`src/rtl/fp16_pkg.sv`:
```
// fp16_pkg: shared binary16 format constants and the unpacked-field view of a value.
// No ports. Imported by mac_unit.
package fp16_pkg;

  localparam int unsigned EXP_W = 5;
  localparam int unsigned MAN_W = 10;
  localparam int unsigned BIAS  = 15;

  localparam logic [15:0] FP16_QNAN = 16'h7E00;
  localparam logic [15:0] FP16_PINF = 16'h7C00;
  localparam logic [15:0] FP16_NINF = 16'hFC00;

  typedef struct packed {
    logic             sign;
    logic [EXP_W-1:0] exp;
    logic [MAN_W-1:0] man;
  } fp16_t;

endpackage

```
`src/rtl/mac_unit_lzc.sv`:
```
// lzc: leading-zero counter, used to normalise the post-add magnitude.
// Ports:
//   value  in   Width   vector to scan from the MSB down
//   count  out  CntW    number of leading zeros (Width when value is all zero)
module lzc #(
  parameter int unsigned Width = 26,
  parameter int unsigned CntW  = $clog2(Width + 1)
) (
  input  logic [Width-1:0] value,
  output logic [CntW-1:0]  count
);

  // Scanning upward lets the highest set bit make the final assignment.
  always_comb begin
    count = CntW'(Width);
    for (int i = 0; i < Width; i++) begin
      if (value[i]) count = CntW'(Width - 1 - i);
    end
  end

endmodule

```
`src/rtl/mac_unit.sv`:
```
// mac_unit: fused binary16 multiply-accumulate, mac_out = in_a * in_b + in_c, one rounding
// (nearest-even), subnormals flushed to zero, result registered once.
// Ports:
//   clk      in   1   clock, rising edge
//   rst      in   1   synchronous active-high reset, clears mac_out
//   in_a     in   16  multiplicand
//   in_b     in   16  multiplier
//   in_c     in   16  addend
//   mac_out  out 16   registered result of the inputs sampled on the previous edge
module mac_unit
  import fp16_pkg::*;
(
  input  logic        clk,
  input  logic        rst,
  input  logic [15:0] in_a,
  input  logic [15:0] in_b,
  input  logic [15:0] in_c,
  output logic [15:0] mac_out
);

  fp16_t a, b, c;
  assign a = fp16_t'(in_a);
  assign b = fp16_t'(in_b);
  assign c = fp16_t'(in_c);

  // Unpack
  logic a_zero, b_zero, c_zero, a_inf, b_inf, c_inf, a_nan, b_nan, c_nan;
  assign a_zero = (a.exp == '0);
  assign b_zero = (b.exp == '0);
  assign c_zero = (c.exp == '0);
  assign a_inf  = (a.exp == '1) && (a.man == '0);
  assign b_inf  = (b.exp == '1) && (b.man == '0);
  assign c_inf  = (c.exp == '1) && (c.man == '0);
  assign a_nan  = (a.exp == '1) && (a.man != '0);
  assign b_nan  = (b.exp == '1) && (b.man != '0);
  assign c_nan  = (c.exp == '1) && (c.man != '0);

  logic p_sign, p_zero, p_inf;
  assign p_sign = a.sign ^ b.sign;
  assign p_zero = a_zero | b_zero;
  assign p_inf  = a_inf | b_inf;

  // Multiply: exact 22-bit product, then normalised so both addends are 1.xxx with the binary
  // point below bit 21. This makes exponent-then-significand comparison a true magnitude order.
  logic [21:0]       prod_raw, prod_sig, c_sig;
  logic signed [9:0] exp_p, exp_c;
  assign prod_raw = 22'({1'b1, a.man}) * 22'({1'b1, b.man});
  assign prod_sig = prod_raw[21] ? prod_raw : {prod_raw[20:0], 1'b0};
  assign exp_p    = 10'(a.exp) + 10'(b.exp) - 10'(BIAS) + 10'(prod_raw[21]);
  // A zero addend sinks below any product so alignment turns it into nothing.
  assign c_sig    = c_zero ? '0 : {1'b1, c.man, 11'b0};
  assign exp_c    = c_zero ? -10'sd64 : 10'(c.exp);

  // Align and add: 22-bit significand plus 3 guard bits, sticky folded into the LSB.
  logic              p_big, s_big, eff_sub;
  logic signed [9:0] e_big, diff;
  logic [21:0]       sig_big, sig_small;
  logic [5:0]        shamt;
  logic [49:0]       small_wide;
  logic [25:0]       big_ext, small_ext, sum;

  always_comb begin
    p_big     = (exp_p > exp_c) || ((exp_p == exp_c) && (prod_sig >= c_sig));
    e_big     = p_big ? exp_p : exp_c;
    diff      = p_big ? (exp_p - exp_c) : (exp_c - exp_p);
    sig_big   = p_big ? prod_sig : c_sig;
    sig_small = p_big ? c_sig : prod_sig;
    s_big     = p_big ? p_sign : c.sign;
    eff_sub   = p_sign ^ c.sign;
    // Beyond 25 every bit of the smaller operand already lands in the sticky half.
    shamt      = (diff > 10'sd25) ? 6'd25 : diff[5:0];
    small_wide = {sig_small, 28'b0} >> shamt;
    big_ext    = {1'b0, sig_big, 3'b0};
    small_ext  = {1'b0, small_wide[49:26], small_wide[25] | (|small_wide[24:0])};
    sum        = eff_sub ? (big_ext - small_ext) : (big_ext + small_ext);
  end

  // Normalise: hidden bit lands at bit 25 of the shifted sum (dropped), weight 2^1 at lz=0.
  logic [4:0]        lz;
  logic [24:0]       norm;
  logic signed [9:0] e_norm, e_fin;
  logic              round_up;
  logic [10:0]       mant_rnd;

  lzc #(
    .Width(26)
  ) u_lzc (
    .value(sum),
    .count(lz)
  );

  assign norm     = 25'(sum << lz);
  assign e_norm   = e_big + 10'sd1 - $signed({5'b0, lz});
  assign round_up = norm[14] & ((|norm[13:0]) | norm[15]);
  // Carry into bit 10 means the mantissa rolled over to 1.0 of the next binade.
  assign mant_rnd = {1'b0, norm[24:15]} + 11'(round_up);
  assign e_fin    = e_norm + $signed({9'b0, mant_rnd[10]});

  // Specials and packing, highest priority first.
  logic [15:0] result_d;

  always_comb begin
    result_d = '0;
    if (a_nan | b_nan | c_nan | (a_inf & b_zero) | (b_inf & a_zero) |
        (p_inf & c_inf & (p_sign != c.sign))) begin
      result_d = FP16_QNAN;
    end else if (p_inf) begin
      result_d = p_sign ? FP16_NINF : FP16_PINF;
    end else if (c_inf) begin
      result_d = in_c;
    end else if (p_zero) begin
      // Zero product passes c through; two zeros keep a minus sign only if both carry it.
      result_d = c_zero ? {p_sign & c.sign, 15'b0} : in_c;
    end else if (sum == '0) begin
      result_d = '0;
    end else if (e_fin >= 10'sd31) begin
      result_d = {s_big, 15'h7C00};
    end else if (e_fin <= 10'sd0) begin
      result_d = {s_big, 15'b0};
    end else begin
      result_d = {s_big, e_fin[4:0], mant_rnd[9:0]};
    end
  end

  always_ff @(posedge clk) begin
    if (rst) mac_out <= '0;
    else     mac_out <= result_d;
  end

endmodule

```
`config.mk`:
```
export PLATFORM = sky130hd
export DESIGN_NAME = mac_unit
export DESIGN_NICKNAME = d
export VERILOG_FILES = /design/src/rtl/fp16_pkg.sv /design/src/rtl/mac_unit_lzc.sv /design/src/rtl/mac_unit.sv
export SDC_FILE = /design/constraint.sdc
export NUM_CORES = 1
export LEC_CHECK = 0
export BUFFER_PORTS_ARGS = -buffer_cell sky130_fd_sc_hd__buf_4
export CORE_MARGIN = 4
export CORE_UTILIZATION = 50
export DETAILED_ROUTE_END_ITERATION = 16
export PLACE_DENSITY = 0.68
export SETUP_SLACK_MARGIN = 0.05
export SLEW_MARGIN = 20
export SYNTH_ARGS = -nofsm -noshare
export SYNTH_HDL_FRONTEND = slang
export SYNTH_SLANG_ARGS = --single-unit
```
`constraint.sdc`:
```
create_clock -name clk -period 22 [get_ports clk]
set_clock_uncertainty 0.15 [all_clocks]
set_input_delay 1.1 -clock clk [delete_from_list [all_inputs] [get_ports clk]]
set_output_delay 1.1 -clock clk [all_outputs]
set_load 0.02 [all_outputs]
```
## After elaboration in Yosys (flattened, before gate mapping)

Index checks and enable logic that the tools add are counted.

- Equality and inequality tests: 5
- Shift operators: 2
- Multiply operators: 1
- Mux-type cells: 45
- Add/subtract/negate cells: 11
- Reductions and logical operators: 21
- Bitwise operators: 17
- Order comparisons: 5

Operators by type and width:

| operator | count |
|---|---|
| $mux W16 | 6 |
| $mux W22 | 4 |
| $mux W5 | 16 |
| $shr A50 B6 Y50 | 1 |
| $mux W15 | 3 |
| $mux W4 | 8 |
| $logic_not A10 Y1 | 3 |
| $mux W10 | 3 |
| $reduce_bool A10 Y1 | 3 |
| $add A25 B25 Y26 | 1 |
| $logic_not A26 Y1 | 1 |
| $mux W26 | 1 |
| $shl A26 B5 Y25 | 1 |
| $sub A25 B25 Y26 | 1 |
| $reduce_or A25 Y1 | 1 |
| $ge A22 B22 Y1 | 1 |
| $mul A11 B11 Y22 | 1 |
| $eq A5 B5 Y1 const B | 3 |
| $logic_not A5 Y1 | 3 |
| $reduce_or A14 Y1 | 1 |
| $add A10 B1 Y11 | 1 |
| $add A10 B2 Y10 | 1 |
| $add A10 B2 Y10 const B | 1 |
| $eq A8 B10 Y1 | 1 |
| 20 further kinds | 41 |

- Word-level logic and storage cells: 109
- Register bits: 16
- Input port bits: 50

## Logic depth before layout (Yosys ltp)

Gate-level depths: netlist of the first run.

- Depth after elaboration: 54
- Depth in mapped cells: 94
- Gate-level depth less buffers: 89

## Cells and area by module

A second synthesis of the first run with hierarchy kept.

- Cells, all modules: 2223
- Area, all modules: 15524.9 um2

Modules (own cells, without submodules):

| module | area each (um2) | times used | cells each |
|---|---|---|---|
| mac_unit | 15245.9 | 1 | 2173 |
| lzc | 279.0 | 1 | 50 |

## Least setup slack after synthesis of the first run

No wires, ideal clock.

- Path type: input to register
- Start point: input in_b[2]
- End point: register mac_out[5]
- Library setup time: 0.092 ns
- Stages on the path: 84
- Setup slack: 2.795 ns
- Buffers on the path: 4
- Data arrival time: 18.963 ns
- Data required time: 21.758 ns
- Cells stage by stage: clkbuf_1 nand2_1 fa_1 inv_1 fa_1 fa_1 fa_1 inv_1 fa_1 inv_1 ha_1 a21oi_1 o21ai_1 a22o_1 or3_4 xnor2_2 inv_2 buf_2 [... 48 more ...] o21ai_0 nor4_2 and3_1 fa_1 ha_1 inv_1 fa_1 inv_1 a21oi_1 o21bai_1 a21o_1 a21o_1 xor2_1 nor3_1 o221ai_1 nor3_1 nand2_1 o32ai_1

- Longest elaborated chain between the ends: 52
- Elaborated cells between the ends (all ways): 79

Ends and longest elaborated chain:

| element | line | source |
|---|---|---|
| from (decl) | mac_unit.sv:16 | `input logic [15:0] in_b,` |
| branches (longest 52 deep; another with $add A25 B25 Y26) | - |  |
| to (signal assigned) | mac_unit.sv:127 | `else mac_out <= result_d;` |
| to (decl) | mac_unit.sv:18 | `output logic [15:0] mac_out` |

Several ways; the timed one is not identified.
A chain may end at the register's enable or synchronous reset.

## Final worst setup path of the first run

- Start point: input in_a[2]
- End point: register mac_out[5]

- Longest elaborated chain between the ends: 52
- Elaborated cells between the ends (all ways): 79

Ends and longest elaborated chain:

| element | line | source |
|---|---|---|
| from (decl) | mac_unit.sv:15 | `input logic [15:0] in_a,` |
| branches (longest 52 deep; another with $add A25 B25 Y26) | - |  |

Several ways; the timed one is not identified.

==> metrics.md, run 1 <==
| Metric | Value |
|---|---|
| Status | `finished, final reports clean` |
| Worst hold path depth | `2` |
| Setup WS pre-CTS | `0.558 ns` |
| Area of the mapped netlist | `15800 um2` |
| Design area | `17100 um2` |
| Setup WS post-layout | `1.24 ns` |
| Warnings, synthesis | `0` |
| Leading area contributor after synthesis | `ha_1` |
| Drt first pass iters | `6` |
| Largest registers | `mac_out x16` |
| Hold Path Class | `in2reg` |
| CP Launch Type | `primary input` |
| Top-area cell type share of the netlist area | `0.121` |
| Primary FF master, synth | `dfxtp_1` |
| CTS tree | `yes` |
| Yosys reg bits | `16` |
| Post-synth ARST share | `0` |
| FMAX | `0.0482 GHz` |
| Clk sinks | `16` |
| Sequential element share of the synthesized area | `0.0203` |
| Final Hold Viols | `0` |
| CP max-delay cell | `fa_1` |
| Gr ovfl total | `0` |
| I/O pin count | `66` |
| Post-Synth Adder-Cell Area | `0.230` |
| Initial antenna violation count | `0` |
| Pin count of the biggest net entering global routing | `74` |
| Final ANT Viol Nets | `0` |
| Top layer in use | `met4` |
| Clock Tree Root | `clkbuf_16` |
| Unique masters post-synth | `128` |
| Largest family of logic cells by synthesized area | `compound AO/OA/AOI/OAI gates` |
| Final design utilization | `0.555` |
| First-pass GRT wire length | `91000 um` |
| Post-synthesis area per instance | `7.10 um2` |
| WP data arrival | `20.76 ns` |
| Simple-gate share of the synthesized area | `0.251` |
| Std-Cell Rows | `64` |
| Final worst-path cycle share | `0.944` |
| Tmin final | `20.76 ns` |
| Crit-path most repeated cell | `inv_1` |
| DP HPWL | `48100 um` |
| DR DRC count | `0` |
| Vias | `17700` |
| Synth Instances | `2223` |
| ANT cells | `0` |
| Crit end category | `flop` |
| Top fanout value on the critical path | `73` |
| WL/cell | `21.9 um` |
| Die Y | `186 um` |
| Number of setup violations in the final report | `0` |
| Nets | `2545` |
| Syn Nets | `2512` |
| Drt first-iter violations | `2502` |
| Die Area | `34500 um2` |
| Vias in the first global route | `16500` |
| Worst slew pin tran | `1.14 ns` |
| CTS Buf Count | `3` |
| WL met1 | `25400 um` |
| Max-cap violations | `0` |
| Layout cell share with drive strength beyond 1 | `0.133` |
| Layout area overhead | `8.35%` |
| Final wirelength | `58200 um` |
| Via-to-Cell Ratio | `6.66` |
| Post-synthesis mux area share | `0.0597` |
| Clk pin slew, worst setup/hold paths | `0.05 ns` |
| Layout fillers | `2973` |
| CP peak stage delay | `0.55 ns` |
| Htree depth | `1` |
| HP Start | `rst` |
| CP Data Required Time | `22.00 ns` |
| Number of synthesized flops with an enable pin | `0` |
| Input/output buffers | `65` |
| RSZ-0062 raised after global routing | `false` |
| Total track usage | `0.327` |
| Max-slew headroom | `0.229` |
| Routability cong. | `0.995` |
| TNS Setup | `0 ns` |
| Post-Synth XOR/XNOR Area | `0.0369` |
| Clock tree buffer depth | `2` |
| Synth area leaders | `ha_1 (12%), fa_1 (11%), inv_1 (5.2%)` |
| Cell Area, Placed | `16700 um2` |
| Number of flip-flops in the largest register | `16` |
| Die X-Extent | `186 um` |
| Hold endpoint | `mac_out[10]$_SDFF_PP0_` |
| Initial core utilization | `0.512` |
| Crit path kind | `in2reg` |
| Met3 WL | `6450 um` |
| Met2 wire len | `24500 um` |
| Final Max Tran Viols | `0` |
| Largest register by flop count | `mac_out` |
| Post-synthesis compound-gate area fraction | `0.313` |
| Core Region | `30800 um2` |
## cells by family (layout without fill, tap and decap cells)
group                    Yosys count  after routing
AND/OR/NAND/NOR                  786            786
AO/OA/AOI/OAI                    687            687
buffers and inverters            344            376
adder cells (fa/ha/maj)          239            239
multiplexers                      88             88
XOR/XNOR                          63             63
flip-flops                        16             16
## synth_stat cells (all sizes together), types with 8 or more instances
master / n
nand3: 69
a2111oi: 12
o21bai: 12
nand2b: 27
and2: 63
inv: 225
a2bb2oi: 10
a22oi: 17
o21ai: 141
o31ai: 20
nor3: 70
or2: 20
o311ai: 11
fa: 86
nor4: 24
mux2i: 57
o22ai: 30
o31a: 10
buf: 48
o221ai: 9
xor2: 23
and4: 12
o41ai: 8
nor2: 178
ha: 153
or3: 15
a21o: 25
a31oi: 36
nand2: 219
nor2b: 17
a211oi: 36
nand4: 21
dfxtp: 16
mux2: 30
a21oi: 145
clkbuf: 70
and3: 20
o211ai: 40
a211o: 8
o21a: 25
xnor2: 40
## layout by cell type, fill, tap and decap left out, types with 14 or more instances in the layout
master      n
nor3_1     67
a22oi_1    14
mux2i_1    51
a21oi_1   141
xnor2_1    38
a211oi_1   34
a21o_1     24
nand3_1    67
nor4_1     19
xor2_1     20
o22ai_1    29
nand4_1    21
o211ai_1   38
and2_1     62
inv_1     218
o21ai_1    18
mux2_2     26
nand2b_1   27
o21ai_0   118
ha_1      151
buf_4     143
and3_1     19
nand2_1   215
nor2b_1    17
nor2_1    172
a31oi_1    32
fa_1       86
o31ai_1    18
o21a_1     24
dfxtp_1    16
## metal layers
metal / vias up / GRT usage
met3: 152 / 0.0541
met4: 0 / 0.0839
li1: 8145 / -
met1: 8285 / 0.478
met2: 1082 / 0.499
met5: - / 0
## how the worst max path moves through the flow
stage                       start                    end  slack, ns  cells past startpoint
after CTS                 in_a[2]  mac_out[5]$_SDFF_PP0_       0.74                     84
after global placement    in_a[2]  mac_out[5]$_SDFF_PP0_       0.98                     87
after detailed placement  in_a[2]  mac_out[5]$_SDFF_PP0_       0.56                     84
after global routing      in_a[1]  mac_out[5]$_SDFF_PP0_       0.03                     86
final                     in_a[2]  mac_out[5]$_SDFF_PP0_       1.24                     88
after floorplan           in_b[2]  mac_out[5]$_SDFF_PP0_       2.80                     84
## metrics by stage
stage                     hold slack [ns]  cells
after floorplan                      1.11   2223
after global placement               1.19   2621
after detailed placement             1.19   2621
after CTS                           0.936   2625
after global routing                0.937   2651
final                               0.944   2651
## worst max-delay path: cells and delay by family
family | cells | cell delay, ns
AO/OA/AOI/OAI | 36 | 7.36
adder cells (fa/ha/maj) | 14 | 5.07
AND/OR/NAND/NOR | 17 | 3.96
buffers and inverters | 15 | 1.87
multiplexers | 3 | 0.94
XOR/XNOR | 3 | 0.36
## area by class of cell
cell class | instances | area [um2] | area share
clock buffers | 4 | 88.8 | 0.00519
repair buffers | 146 | 1120 | 0.0658
multi-input cells | 1863 | 14200 | 0.832
inverters | 226 | 851 | 0.0497
flip-flops and latches | 16 | 320 | 0.0187
well taps | 396 | 495 | 0.0290
## timing repair
| item | in CTS | in global routing |
|---|---|---|
| buffers inserted | 0 | 26 |
| resized for setup | 0 | 29 |
| endpoints found under the setup margin | 0 | 15 |
| hold buffers | 0 | 0 |
Power of run 1 is not shown: default switching activity piles up to over one toggle a cycle in this logic, so the estimate is an artifact.
==> run 2, diff against run 1 <==
- ABC_AREA: not set -> 1
==> run 2 against run 1 <==
Design area decreased by 16%. Synthesized cell count increased by 4.5%. First-iteration DRC count decreased by 51%. Routed wire length decreased by 31%. Final cell count increased by 1.1%. Area after synthesis decreased by 12%. Critical endpoint is now mac_out[9]$_SDFF_PP0_. Non-clock buffer count decreased by 74. Sequential cell count unchanged. Fmax increased by 5.5%.
==> metrics.md, run 2 <==
| Metric | Value |
|---|---|
| Die Area | `30500 um2 (was 34500 um2)` |
| Layout cell share with drive strength beyond 1 | `0.0906 (was 0.133)` |
| Setup WS post-layout | `2.32 ns (was 1.24 ns)` |
| Synth Instances | `2322 (was 2223)` |
| Unique masters post-synth | `65 (was 128)` |
| Nets | `2597 (was 2545)` |
| Number of setup violations in the final report | `0 (unchanged)` |
| Final ANT Viol Nets | `0 (unchanged)` |
| DR DRC count | `0 (unchanged)` |
| Top fanout value on the critical path | `33 (was 73)` |
| Clk pin slew, worst setup/hold paths | `0.06 ns (was 0.05 ns)` |
| Via-to-Cell Ratio | `5.45 (was 6.66)` |
| Synth area leaders | `nand2_1 (16%), ha_1 (14%), fa_1 (12%) (was ha_1 (12%), fa_1 (11%), inv_1 (5.2%))` |
| RSZ-0062 raised after global routing | `false (unchanged)` |
| I/O pin count | `66 (unchanged)` |
| Cell Area, Placed | `14200 um2 (was 16700 um2)` |
| Final Hold Viols | `0 (unchanged)` |
| Post-synth ARST share | `0 (unchanged)` |
| First-pass GRT wire length | `66000 um (was 91000 um)` |
| CTS tree | `yes (unchanged)` |
| Crit end category | `flop (unchanged)` |
| Max-cap violations | `0 (unchanged)` |
| Std-Cell Rows | `60 (was 64)` |
| WL/cell | `14.9 um (was 21.9 um)` |
| Total track usage | `0.253 (was 0.327)` |
| Core Region | `27100 um2 (was 30800 um2)` |
| CTS Buf Count | `3 (unchanged)` |
| Pin count of the biggest net entering global routing | `36 (was 74)` |
| DP HPWL | `34000 um (was 48100 um)` |
| Dominant cell by count in the synthesized netlist | `nand2_1 (was inv_1)` |
| Number of synthesized flops with an enable pin | `0 (unchanged)` |
| CP max-delay cell | `fa_1 (unchanged)` |
| Sequential element share of the synthesized area | `0.0231 (was 0.0203)` |
| WP data arrival | `19.70 ns (was 20.76 ns)` |
| Area of the mapped netlist | `13900 um2 (was 15800 um2)` |
| Drt first pass iters | `5 (was 6)` |
| Hold Path Class | `in2reg (unchanged)` |
| CP Data Required Time | `22.03 ns (was 22.00 ns)` |
| Clk sinks | `16 (unchanged)` |
| Setup WS pre-CTS | `2.30 ns (was 0.558 ns)` |
| Commonest cells post-synth | `nand2_1 (592), inv_1 (396), nand3_1 (339) (was inv_1 (218), nand2_1 (215), nor2_1 (172))` |
| Worst slew pin tran | `0.745 ns (was 1.14 ns)` |
| Most frequent cells in the layout | `nand2_1 (592), inv_1 (396), nand3_1 (339) (was inv_1 (218), nand2_1 (215), nor2_1 (172))` |
| Setup repair bufs after CTS | `0 (unchanged)` |
| Final Max Tran Viols | `0 (unchanged)` |
| Warnings, synthesis | `0 (unchanged)` |
| Syn Nets | `2611 (was 2512)` |
| Largest registers | `mac_out x16 (unchanged)` |
| CTS resizes | `0 (unchanged)` |
| Tmin final | `19.68 ns (was 20.76 ns)` |
| Post-synthesis area per instance | `5.98 um2 (was 7.10 um2)` |
| Input/output buffers | `65 (unchanged)` |
| Drt first-iter violations | `1214 (was 2502)` |
| Die Y | `175 um (was 186 um)` |
| Crit-path most repeated cell | `nand2_1 (was inv_1)` |
| Layout area overhead | `3.10% (was 8.35%)` |
| Clock tree buffer depth | `2 (unchanged)` |
| Routability cong. | `0.961 (was 0.995)` |
| CP peak stage delay | `0.55 ns (about the same)` |
| Yosys reg bits | `16 (unchanged)` |
| Commonest non-fill, non-tap cell in the layout | `nand2_1 (was inv_1)` |
| Vias | `14600 (was 17700)` |
| Number of flip-flops in the largest register | `16 (unchanged)` |
| Leading area contributor after synthesis | `nand2_1 (was ha_1)` |
| Layout fillers | `2854 (was 2973)` |
| Max-slew headroom | `0.503 (was 0.229)` |
| Final worst-path cycle share | `0.894 (was 0.944)` |
| Clock Tree Root | `clkbuf_16 (unchanged)` |
| Die X-Extent | `175 um (was 186 um)` |
| Gr ovfl total | `0 (unchanged)` |
| FMAX | `0.0508 GHz (was 0.0482 GHz)` |
| TNS Setup | `0 ns (unchanged)` |
| Largest register by flop count | `mac_out (unchanged)` |
| Initial antenna violation count | `0 (unchanged)` |
| Crit path kind | `in2reg (unchanged)` |
| Initial core utilization | `0.512 (about the same)` |
| Top-area cell type share of the netlist area | `0.160 (was 0.121)` |
| Primary FF master, synth | `dfxtp_1 (unchanged)` |
| Post-CTS Hold Buffers | `0 (unchanged)` |
| Final wirelength | `39900 um (was 58200 um)` |
| ANT cells | `0 (unchanged)` |
| CP Launch Type | `primary input (unchanged)` |
| Status | `finished, final reports clean (unchanged)` |
| Design area | `14300 um2 (was 17100 um2)` |
| Vias in the first global route | `13700 (was 16500)` |
| Htree depth | `1 (unchanged)` |
-- run 2: cell count changes in the layout (fill, tap and decap cells not counted), moves of 31 or more --
| cell | previous run | this run |
|---|---|---|
| buf_4 | 143 | 72 |
| a21oi_1 | 141 | 96 |
| inv_1 | 218 | 396 |
| and2_1 | 62 | 9 |
| nand3_1 | 67 | 339 |
| o211ai_1 | 38 | 7 |
| nand2_2 | 4 | 51 |
| nor2_1 | 172 | 132 |
| mux2i_1 | 51 | 0 |
| nand2_1 | 215 | 592 |
| nor3_1 | 67 | 17 |
-- run 2: cell type report --
class	count	area [um2]	share of cell area
Sequential cell	16	320	0.0224
Inverter	418	1570	0.110
Timing Repair Buffer	72	541	0.0378
Multi-Input combinational cell	1797	11300	0.791
Clock buffer	4	88.8	0.00621
Tap cell	372	465	0.0325
-- run 2: critical path: cells and delay by family --
family / cells / cell delay [ns]
AOI/OAI and AO/OA: 14 / 2.11
xor gates and xnor gates: 2 / 0.48
adders and majority gates: 14 / 4.96
buffers and inverters: 18 / 2.72
and+or+nand+nor: 63 / 8.24
-- run 2: metrics by stage --
stage | utilization | std cells | hold WS (ns)
floorplan | - | 2322 | 1.02
global placement | 0.525 | 2675 | 1.18
detailed placement | 0.525 | 2675 | 1.18
CTS | 0.528 | 2679 | 0.916
global route | 0.528 | 2679 | 0.933
finish | 0.528 | 2679 | 0.918
-- run 2: final timing paths --
path	from	to	slack (ns)	cells after the start
max	in_a[5]	mac_out[9]$_SDFF_PP0_	2.32	111
min	rst	mac_out[10]$_SDFF_PP0_	0.92	2
-- run 2: cells by family (layout without fill, tap and decap cells) --
logic type | after synthesis | after routing | synth area share
AOI/OAI and AO/OA | 277 | 277 | 0.115
xor gates and xnor gates | 49 | 49 | 0.0325
adders and majority gates | 239 | 239 | 0.262
buffers and inverters | 509 | 494 | 0.161
DFF | 16 | 16 | 0.0231
and+or+nand+nor | 1232 | 1232 | 0.406
-- run 2: routing by layer --
metal	global-route usage	vias up	part of all wire
li1	-	7390	-
met1	0.351	6738	0.47
met2	0.442	423	0.47
met3	0.0128	43	0.044
met4	0.0484	0	0.019
met5	0	-	0
Power of run 2 is left out for the same reason.
==> run 3, diff against run 2 <==
- CTS_BUF_LIST: not set -> sky130_fd_sc_hd__clkbuf_8
==> run 3 against run 2 <==
First-iteration DRC count decreased by 5.2%. Non-clock buffer count stayed put. Sequential share of layout area barely moved. Worst setup slack better by 0.048 ns. Global-route usage fell by 0.050 points. Die area is the same. Sequential cell count is the same. Critical path depth unchanged. Fmax grew 0.24%. Critical path type unchanged. Hold slack worse by 0.0047 ns. Design area down 0.24%.
==> metrics.md, run 3 (synthesis results as in run 2) <==
| Metric | Value |
|---|---|
| Design area | `14300 um2 (about the same)` |
| Drt first pass iters | `7 (was 5)` |
| Number of setup violations in the final report | `0 (unchanged)` |
| Worst slew pin tran | `0.739 ns (was 0.745 ns)` |
| Nets | `2597 (unchanged)` |
| Tmin final | `19.63 ns (was 19.68 ns)` |
| FMAX | `0.0509 GHz (was 0.0508 GHz)` |
| Core Region | `27100 um2 (unchanged)` |
| Vias | `14600 (about the same)` |
| Max-slew headroom | `0.507 (was 0.503)` |
| Worst hold path depth | `2 (unchanged)` |
| Setup repair bufs after CTS | `0 (unchanged)` |
| Commonest non-fill, non-tap cell in the layout | `nand2_1 (unchanged)` |
| Initial core utilization | `0.512 (unchanged)` |
| CTS resizes | `0 (unchanged)` |
| Crit-path most repeated cell | `nand2_1 (unchanged)` |
| RSZ-0062 raised after global routing | `false (unchanged)` |
| Crit path kind | `in2reg (unchanged)` |
| DR DRC count | `0 (unchanged)` |
| I/O pin count | `66 (unchanged)` |
| ANT cells | `0 (unchanged)` |
| CP Data Required Time | `22.04 ns (was 22.03 ns)` |
| Drt first-iter violations | `1151 (was 1214)` |
| CP peak stage delay | `0.55 ns (about the same)` |
| CTS Buf Count | `3 (unchanged)` |
| HP Start | `rst (unchanged)` |
| Clk pin slew, worst setup/hold paths | `0.07 ns (was 0.06 ns)` |
| Final Hold Viols | `0 (unchanged)` |
| CP Launch Type | `primary input (unchanged)` |
| Die Y | `175 um (unchanged)` |
| Final wirelength | `39900 um (about the same)` |
| Routability cong. | `0.961 (unchanged)` |
| Clock tree buffer depth | `2 (unchanged)` |
| Layout cell share with drive strength beyond 1 | `0.0906 (unchanged)` |
| Largest registers | `mac_out x16 (unchanged)` |
| Htree depth | `1 (unchanged)` |
| WP buf/inv | `18 (unchanged)` |
| Crit end category | `flop (unchanged)` |
| Layout area overhead | `2.86% (was 3.10%)` |
| Clock Tree Root | `clkbuf_8 (was clkbuf_16)` |
| CTS tree | `yes (unchanged)` |
| Clk sinks | `16 (unchanged)` |
| Via-to-Cell Ratio | `5.45 (about the same)` |
| Layout fillers | `2858 (was 2854)` |
| Top fanout value on the critical path | `33 (unchanged)` |
| Status | `finished, final reports clean (unchanged)` |
| Total track usage | `0.253 (about the same)` |
| Reg area | `320 um2 (unchanged)` |
| First-pass GRT wire length | `65900 um (was 66000 um)` |
| Setup WS post-layout | `2.37 ns (was 2.32 ns)` |
| Final ANT Viol Nets | `0 (unchanged)` |
| Pin count of the biggest net entering global routing | `36 (unchanged)` |
| WL/cell | `14.9 um (about the same)` |
| Final Max Tran Viols | `0 (unchanged)` |
| Std-Cell Rows | `60 (unchanged)` |
| Initial antenna violation count | `0 (unchanged)` |
| CP max-delay cell | `fa_1 (unchanged)` |
| Area of the multi-input gates | `11300 um2 (unchanged)` |
| Gr ovfl total | `0 (unchanged)` |
| Cell Area, Placed | `14200 um2 (unchanged)` |
| Setup WS pre-CTS | `2.30 ns (unchanged)` |
| Largest register by flop count | `mac_out (unchanged)` |
| Max-cap violations | `0 (unchanged)` |
| Vias in the first global route | `13700 (about the same)` |
| Hold Path Class | `in2reg (unchanged)` |
| Die Area | `30500 um2 (unchanged)` |
| Hold endpoint | `mac_out[13]$_SDFF_PP0_ (was mac_out[10]$_SDFF_PP0_)` |
| Input/output buffers | `65 (unchanged)` |
| Die X-Extent | `175 um (unchanged)` |
| DP HPWL | `34000 um (unchanged)` |
| Post-CTS Hold Buffers | `0 (unchanged)` |
| Final worst-path cycle share | `0.892 (was 0.894)` |
| Number of flip-flops in the largest register | `16 (unchanged)` |
| TNS Setup | `0 ns (unchanged)` |
| CP delay by family, top | `simple AND/OR/NAND/NOR gates (unchanged)` |
| Most frequent cells in the layout | `nand2_1 (592), inv_1 (396), nand3_1 (339) (unchanged)` |
| WP data arrival | `19.67 ns (was 19.70 ns)` |
==> run 3: cell types whose count changed in the layout (fill, tap and decap cells not counted) <==
cell       before  now
clkbuf_16       3    0
clkbuf_8        1    4
==> run 3: cell type report <==
cell class / count / share of cell area
multi-input cells: 1797 / 0.793
inverters: 418 / 0.110
repair buffers: 72 / 0.0378
well taps: 372 / 0.0326
flip-flops and latches: 16 / 0.0224
clock buffers: 4 / 0.00385
==> run 3: worst max path at each step <==
stage | endpoint | slack, ns | depth (start not counted) | startpoint
3_3_place_gp | mac_out[9]$_SDFF_PP0_ | 2.91 | 111 | in_b[2]
5_1_grt | mac_out[9]$_SDFF_PP0_ | 0.33 | 111 | in_a[8]
2_1_floorplan | mac_out[9]$_SDFF_PP0_ | 5.70 | 116 | in_b[2]
6_report | mac_out[9]$_SDFF_PP0_ | 2.37 | 111 | in_a[5]
4_1_cts | mac_out[9]$_SDFF_PP0_ | 2.57 | 111 | in_a[8]
3_5_place_dp | mac_out[9]$_SDFF_PP0_ | 2.30 | 111 | in_a[8]
==> run 3: per-stage QoR <==
stage                util  instances  hold WS (ns)
floorplan               -       2322          1.02
detailed placement  0.525       2675          1.18
finish              0.527       2679         0.913
global placement    0.525       2675          1.18
CTS                 0.527       2679         0.910
global route        0.527       2679         0.920
==> run 3: routing by layer <==
layer / track usage / part of all wire
met4: 0.0481 / 0.021
met2: 0.441 / 0.46
met5: 0 / 0
met3: 0.0128 / 0.048
met1: 0.350 / 0.47
Power of run 3 is left out for the same reason.
